[src/rtl/punc_arb_pkg.sv]
// punc_arb_pkg: shared encodings for the PUnC memory-port arbiter.
// States, owner tags, starvation defaults and the per-port command bundle.
package punc_arb_pkg;

  localparam logic [1:0] ARB_IDLE     = 2'd0;
  localparam logic [1:0] ARB_CPU_LOCK = 2'd1;
  localparam logic [1:0] ARB_DBG_LOCK = 2'd2;

  localparam logic OWN_CPU = 1'b0;
  localparam logic OWN_DBG = 1'b1;

  localparam int unsigned STARVE_LIMIT_DEF = 8;
  localparam int unsigned STARVE_W_DEF     = 4;

  typedef struct packed {
    logic        we;
    logic [15:0] addr;
    logic [15:0] wdata;
  } arb_cmd_t;

endpackage

[src/rtl/punc_arb_starve_ctr.sv]
// punc_arb_starve_ctr: saturating count of denied DBG-request cycles.
// hit_o flags that the DBG port must win the next IDLE arbitration.
module punc_arb_starve_ctr
  import punc_arb_pkg::*;
#(
  parameter int unsigned LIMIT = STARVE_LIMIT_DEF,
  parameter int unsigned W     = STARVE_W_DEF
) (
  input  logic clk_i,
  input  logic rst_i,
  input  logic req_i,
  input  logic gnt_i,
  output logic hit_o
);

  localparam logic [W-1:0] LIM = W'(LIMIT);

  logic [W-1:0] cnt_q, cnt_d;

  always_comb begin
    cnt_d = cnt_q;
    if (!req_i || gnt_i) begin
      cnt_d = '0;
    end else if (cnt_q < LIM) begin
      cnt_d = cnt_q + 1'b1;
    end
  end

  always_ff @(posedge clk_i or posedge rst_i) begin
    if (rst_i) begin
      cnt_q <= '0;
    end else begin
      cnt_q <= cnt_d;
    end
  end

  assign hit_o = (cnt_q == LIM);

endmodule

[config.mk]
export PLATFORM = sky130hd
export DESIGN_NAME = punc_arb_starve_ctr
export DESIGN_NICKNAME = d
export VERILOG_FILES = /design/src/rtl/punc_arb_pkg.sv /design/src/rtl/punc_arb_starve_ctr.sv
export SDC_FILE = /design/constraint.sdc
export NUM_CORES = 1
export LEC_CHECK = 0
export CORE_AREA = 2 2 39 41
export CTS_CLUSTER_SIZE = 16
export DETAILED_ROUTE_END_ITERATION = 8
export DIE_AREA = 0 0 41 43
export PLACE_DENSITY = 0.43
export RECOVER_POWER = 50
export SETUP_SLACK_MARGIN = 0.5
export SYNTH_ARGS = -nofsm -noshare
export SYNTH_HDL_FRONTEND = slang
export SYNTH_SLANG_ARGS = --single-unit
[constraint.sdc]
create_clock -name clk_i -period 1.1 [get_ports clk_i]
set_input_delay 0.11 -clock clk_i [delete_from_list [all_inputs] [get_ports clk_i]]
set_output_delay 0.11 -clock clk_i [all_outputs]
set_load 0.1 [all_outputs]
==> flow_summary.json, run 1 <==
{
  "antenna_found_initial": 0,
  "fin_worst_skew_ns": 0.00277,
  "vias": 163,
  "grt_setup_unrepaired": "true",
  "most-common-layout-cells": "nor2_1 (4), dfrtp_1 (4), inv_1 (3), clkbuf_4 (3), buf_4 (3)",
  "die_h_um": 43,
  "reg_top3": "cnt_q: 4 flops",
  "yosysWarnings": 0,
  "tightest_slew_ns": 0.206,
  "grt_max_degree": 6,
  "cts.sinks": 4,
  "crit_arrival_ns": 1.17,
  "hold_path.class": "in2async",
  "clock_latency_ns": 0.23,
  "core_um2": 1380,
  "drv_slew": 0,
  "syn_to_final_growth_pct": 61.3,
  "portBuffers": 4,
  "status": "finished, violations left",
  "wl_per_cell_um": 7.74,
  "postSynthAreaPerCell_um2": 10.5,
  "worstSetupEndpointType": "output port",
  "grt_overflow": 0,
  "worst_slack_ns": -0.182,
  "die-area_um2": 1760,
  "worst-path-max-fanout": 2,
  "slowest_stage": "dfrtp_1",
  "regMostFlops": "cnt_q",
  "violations": "setup timing",
  "cellLeakagePower_nw": 0.162,
  "fin_crit_ns": 1.28,
  "ys_ff_latch": 4,
  "clk_pin_slew_worst_paths_ns": 0.04,
  "utilization": 0.245,
  "irDropWorstVdd_mv": 0.293,
  "n_antenna_cell": 0,
  "grtUsageTotal": 0.0575,
  "std_cell_rows": 14,
  "setup_viol": 2,
  "drcViolationCount": 0,
  "boundaryPins": 5,
  "start_kind": "flip-flop",
  "pwr_density_cell_nw_per_um2": 1100,
  "cap_violations": 0,
  "slew_headroom": 0.863,
  "cts.htree.levels": 1,
  "cts_buffer_depth": 2,
  "place_congestion": 0.585,
  "syn_area_um2": 210,
  "drtPass1Iterations": 1,
  "hold_viol": 0,
  "cts_root_buf": "clkbuf_4",
  "cts_tree": "done",
  "hold_buffers": 0,
  "largest_register_ffs": 4,
  "drive_above_1_share": 0.323,
  "yosysSeqAreaShare": 0.476,
  "ant_nets": 0,
  "grt_pass1_vias": 176,
  "numCtsBuffers": 3,
  "regArea_um2": 100,
  "cp_cell_sequence": "inv_1 > ha_1 > and3b_4 > buf_12",
  "period_share": 1.17,
  "grt_pass1_wl_um": 600,
  "netlist_instances": 20,
  "die_w_um": 41,
  "wl_um": 364,
  "synth_nets": 26,
  "fmax_mhz": 780,
  "crit_type": "reg2out",
  "initial_core_util": 0.152,
  "place_worst_setup_slack_ns": 0.0286,
  "ys_types": 11,
  "via_per_inst": 3.47,
  "num-nets-final": 39,
  "dp_hpwl_um": 280,
  "multiInputGateArea_um2": 101,
  "critPathMaxStageDelay_ns": 0.38,
  "cp.required_ns": 0.99,
  "drtIter0Drc": 0,
  "nFillCells": 146
}
cell type report:
class | instances | share of cell area
inverter | 3 | 0.0332
tap | 16 | 0.0590
multi-input combinational | 13 | 0.299
timing repair buffer | 8 | 0.247
clock buffer | 3 | 0.0664
sequential | 4 | 0.295
kinds of logic after synthesis:
kind of cell	Yosys count	share of synthesized area
muxes	1	0.0476
adders and majority gates	2	0.119
xor gates and xnor gates	2	0.0833
DFF	4	0.476
AOI/OAI and AO/OA	1	0.0298
buffers and inverters	3	0.0536
and+or+nand+nor	7	0.190
cells in the mapped netlist:
cell / n / share of area
nor2_1: 4 / 0.071
xor2_1: 1 / 0.042
inv_1: 3 / 0.054
and3b_2: 1 / 0.048
mux2i_1: 1 / 0.048
nand2b_1: 1 / 0.030
nor2b_2: 1 / 0.042
xnor2_1: 1 / 0.042
a31oi_1: 1 / 0.030
ha_1: 2 / 0.12
dfrtp_1: 4 / 0.48
report_power, final:
| group | switching, W | total (W) | leakage, nW | internal (W) |
|---|---|---|---|---|
| Sequential | 0.00000213 | 0.000154 | 0.0548 | 0.000152 |
| Combinational | 0.0000156 | 0.0000406 | 0.0937 | 0.0000250 |
| Clock | 0.0000562 | 0.000178 | 0.0138 | 0.000122 |
| Total | 0.0000740 | 0.000372 | 0.162 | 0.000298 |
per-layer routing:
layer,routed length (µm),up-vias,GRT usage
met5,0,-,0
met4,13,0,0.0800
met1,152,69,0.0458
met3,25,2,0.0157
li1,-,85,-
met2,173,7,0.0875
critical path, delay by kind of cell (launching register included):
kind          cells  cell delay [ns]
flops             1             0.38
buf+inv           2             0.23
simple gates      1             0.20
fa+ha+maj         1             0.14
per-stage QoR:
stage	std cells	TNS, ns	total power [W]	hold WS, ns	instance area (µm²)
detailed placement	41	0	0.000188	0.305	290
CTS	46	-0.263	0.000379	0.0542	328
global placement	41	0	0.000186	0.300	290
finish	47	-0.351	0.000372	0.193	339
floorplan	20	0	0.000170	-0.124	213
global route	47	-0.482	0.000393	0.216	339
worst paths after layout:
| kind | slack [ns] | start | to | cells after the start |
|---|---|---|---|---|
| worst max-delay path | -0.18 | cnt_q[0]$_DFFE_PP0P_ | hit_o | 4 |
| worst max register to register | -0.17 | cnt_q[0]$_DFFE_PP0P_ | cnt_q[2]$_DFFE_PP0P_ | 6 |
| worst min-delay path | 0.19 | rst_i | cnt_q[2]$_DFFE_PP0P_ | 2 |
| worst min register to register | 0.57 | cnt_q[2]$_DFFE_PP0P_ | cnt_q[2]$_DFFE_PP0P_ | 2 |
| min in group clk_i | 0.51 | req_i | cnt_q[2]$_DFFE_PP0P_ | 3 |
| max in group asynchronous | 0.76 | rst_i | cnt_q[3]$_DFFE_PP0P_ | 2 |
timing repair:
action / CTS / global route
resized for setup: 0 / 1
buffers inserted: 2 / 1
setup endpoints to repair: 5 / 5
pin swaps: 0 / 1
(Power assumes the default switching activity.)
==> run 2: changes to the inputs <==
==> constraint.sdc (replaced) <==
create_clock -name clk_i -period 1.4 [get_ports clk_i]
set_input_delay 0.14 -clock clk_i [delete_from_list [all_inputs] [get_ports clk_i]]
set_output_delay 0.14 -clock clk_i [all_outputs]
set_load 0.1 [all_outputs]
==> flow_summary.json, run 2 (synthesis gave the netlist of run 1 again) <==
{
  "status": "completed",
  "clk_pin_slew_worst_paths_ns": 0.03,
  "slowest_stage": "dfrtp_1",
  "antenna_found_initial": 0,
  "grt_pass1_wl_um": 579,
  "setup_viol": 0,
  "period_share": 0.921,
  "drcViolationCount": 0,
  "grt_setup_unrepaired": "true",
  "cellLeakagePower_nw": 0.157,
  "crit_type": "reg2out",
  "fmax_mhz": 775,
  "die-area_um2": 1760,
  "drive_above_1_share": 0.300,
  "die_h_um": 43,
  "pwr_density_cell_nw_per_um2": 849,
  "syn_to_final_growth_pct": 60.1,
  "largest_register_ffs": 4,
  "drtPass1Iterations": 2,
  "cp_cell_sequence": "inv_1 > ha_1 > and3b_4 > buf_12",
  "grt_pass1_vias": 181,
  "drtIter0Drc": 5,
  "tightest_slew_ns": 0.255,
  "dp_hpwl_um": 240,
  "reg_top3": "cnt_q: 4 flops",
  "grt_overflow": 0,
  "cts_buffer_depth": 2,
  "place_inst": 40,
  "fin_worst_skew_ns": 0.00146,
  "totalNegativeSetupSlack_ns": 0,
  "hold_viol": 0,
  "instances_no_fill": 46,
  "cap_violations": 0,
  "wl_per_cell_um": 7.17,
  "wl_um": 330,
  "std_cell_rows": 14,
  "numCtsBuffers": 3,
  "drv_slew": 0,
  "grtUsageTotal": 0.0556,
  "nFillCells": 147,
  "grt_max_degree": 6,
  "core_um2": 1380,
  "fin_crit_ns": 1.29,
  "initial_core_util": 0.152,
  "portBuffers": 4,
  "cp.required_ns": 1.26,
  "cts_root_buf": "clkbuf_4",
  "hold_path.class": "in2async",
  "ant_nets": 0,
  "boundaryPins": 5,
  "clock_latency_ns": 0.23,
  "n_antenna_cell": 0,
  "regArea_um2": 100,
  "cts.sinks": 4,
  "hold_buffers": 0,
  "die_w_um": 41,
  "critPathMaxStageDelay_ns": 0.37,
  "num-nets-final": 38,
  "multiInputGateArea_um2": 106,
  "cts_tree": "done",
  "cts.htree.levels": 1,
  "most-common-layout-cells": "nor2_1 (4), dfrtp_1 (4), inv_1 (3), clkbuf_4 (3)",
  "regMostFlops": "cnt_q",
  "worstSetupEndpointType": "output port",
  "vias": 159,
  "place_congestion": 0.612,
  "irDropWorstVdd_mv": 0.360,
  "start_kind": "flip-flop",
  "via_per_inst": 3.46,
  "slew_headroom": 0.830,
  "worst-path-max-fanout": 2,
  "crit_arrival_ns": 1.15
}
==> run 2: cell count changes in the layout (fill, tap and decap cells not counted), sizes merged <==
cell	before	now
buf	5	4
==> run 2: what timing repair did <==
action                                  in CTS  in global routing
cloned                                       0                  0
pin swaps                                    1                  2
buffers inserted                             3                  0
resized for setup                            1                  1
endpoints found under the setup margin       3                  5
==> run 2: worst paths after layout <==
path / startpoint / end / cells after the start / slack [ns]
setup / recovery: cnt_q[0]$_DFFE_PP0P_ / hit_o / 4 / 0.11
hold / removal: rst_i / cnt_q[2]$_DFFE_PP0P_ / 2 / 0.23
setup reg to reg: cnt_q[0]$_DFFE_PP0P_ / cnt_q[2]$_DFFE_PP0P_ / 6 / 0.16
hold reg to reg: cnt_q[2]$_DFFE_PP0P_ / cnt_q[2]$_DFFE_PP0P_ / 2 / 0.60
max in group asynchronous: rst_i / cnt_q[3]$_DFFE_PP0P_ / 2 / 1.03
min in group clk_i: req_i / cnt_q[2]$_DFFE_PP0P_ / 3 / 0.54
==> run 2: area by class of cell <==
class	count	area share
Inverter	3	0.0335
Clock buffer	3	0.0669
Multi-Input combinational cell	13	0.316
Timing Repair Buffer	7	0.227
Sequential cell	4	0.297
Tap cell	16	0.0595
==> run 2: worst max-delay path, delay by kind of cell (launching register included) <==
kind,cells,cell delay [ns]
and+or+nand+nor,1,0.20
adders and majority gates,1,0.13
buffers and inverters,2,0.23
DFF,1,0.37
==> run 2: where the power goes <==
part	switching (W)	internal [W]
sequential	0.00000150	0.000119
clock	0.0000400	0.0000954
combinational	0.0000115	0.0000182
total	0.0000530	0.000233
==> run 2: layer usage <==
layer  part of all wire  vias to the layer above  wire [µm]  GRT usage
met2               0.51                        5        169     0.0781
met4                  0                        0          0     0.0800
li1                   -                       82          -          -
met3              0.045                        0         15     0.0157
met5                  0                        -          0          0
met1               0.44                       72        144     0.0492
==> run 2: per-stage QoR <==
stage | total power, W | utilization | hold WS, ns | area (µm²) | setup WS (ns)
2_1_floorplan | 0.000134 | - | -0.0939 | 213 | 0.274
3_3_place_gp | 0.000144 | 0.204 | 0.330 | 283 | 0.296
3_5_place_dp | 0.000145 | 0.204 | 0.333 | 283 | 0.287
4_1_cts | 0.000293 | 0.240 | 0.0878 | 332 | 0.0900
5_1_grt | 0.000303 | 0.243 | 0.247 | 337 | 0.0517
6_report | 0.000286 | 0.243 | 0.229 | 337 | 0.110
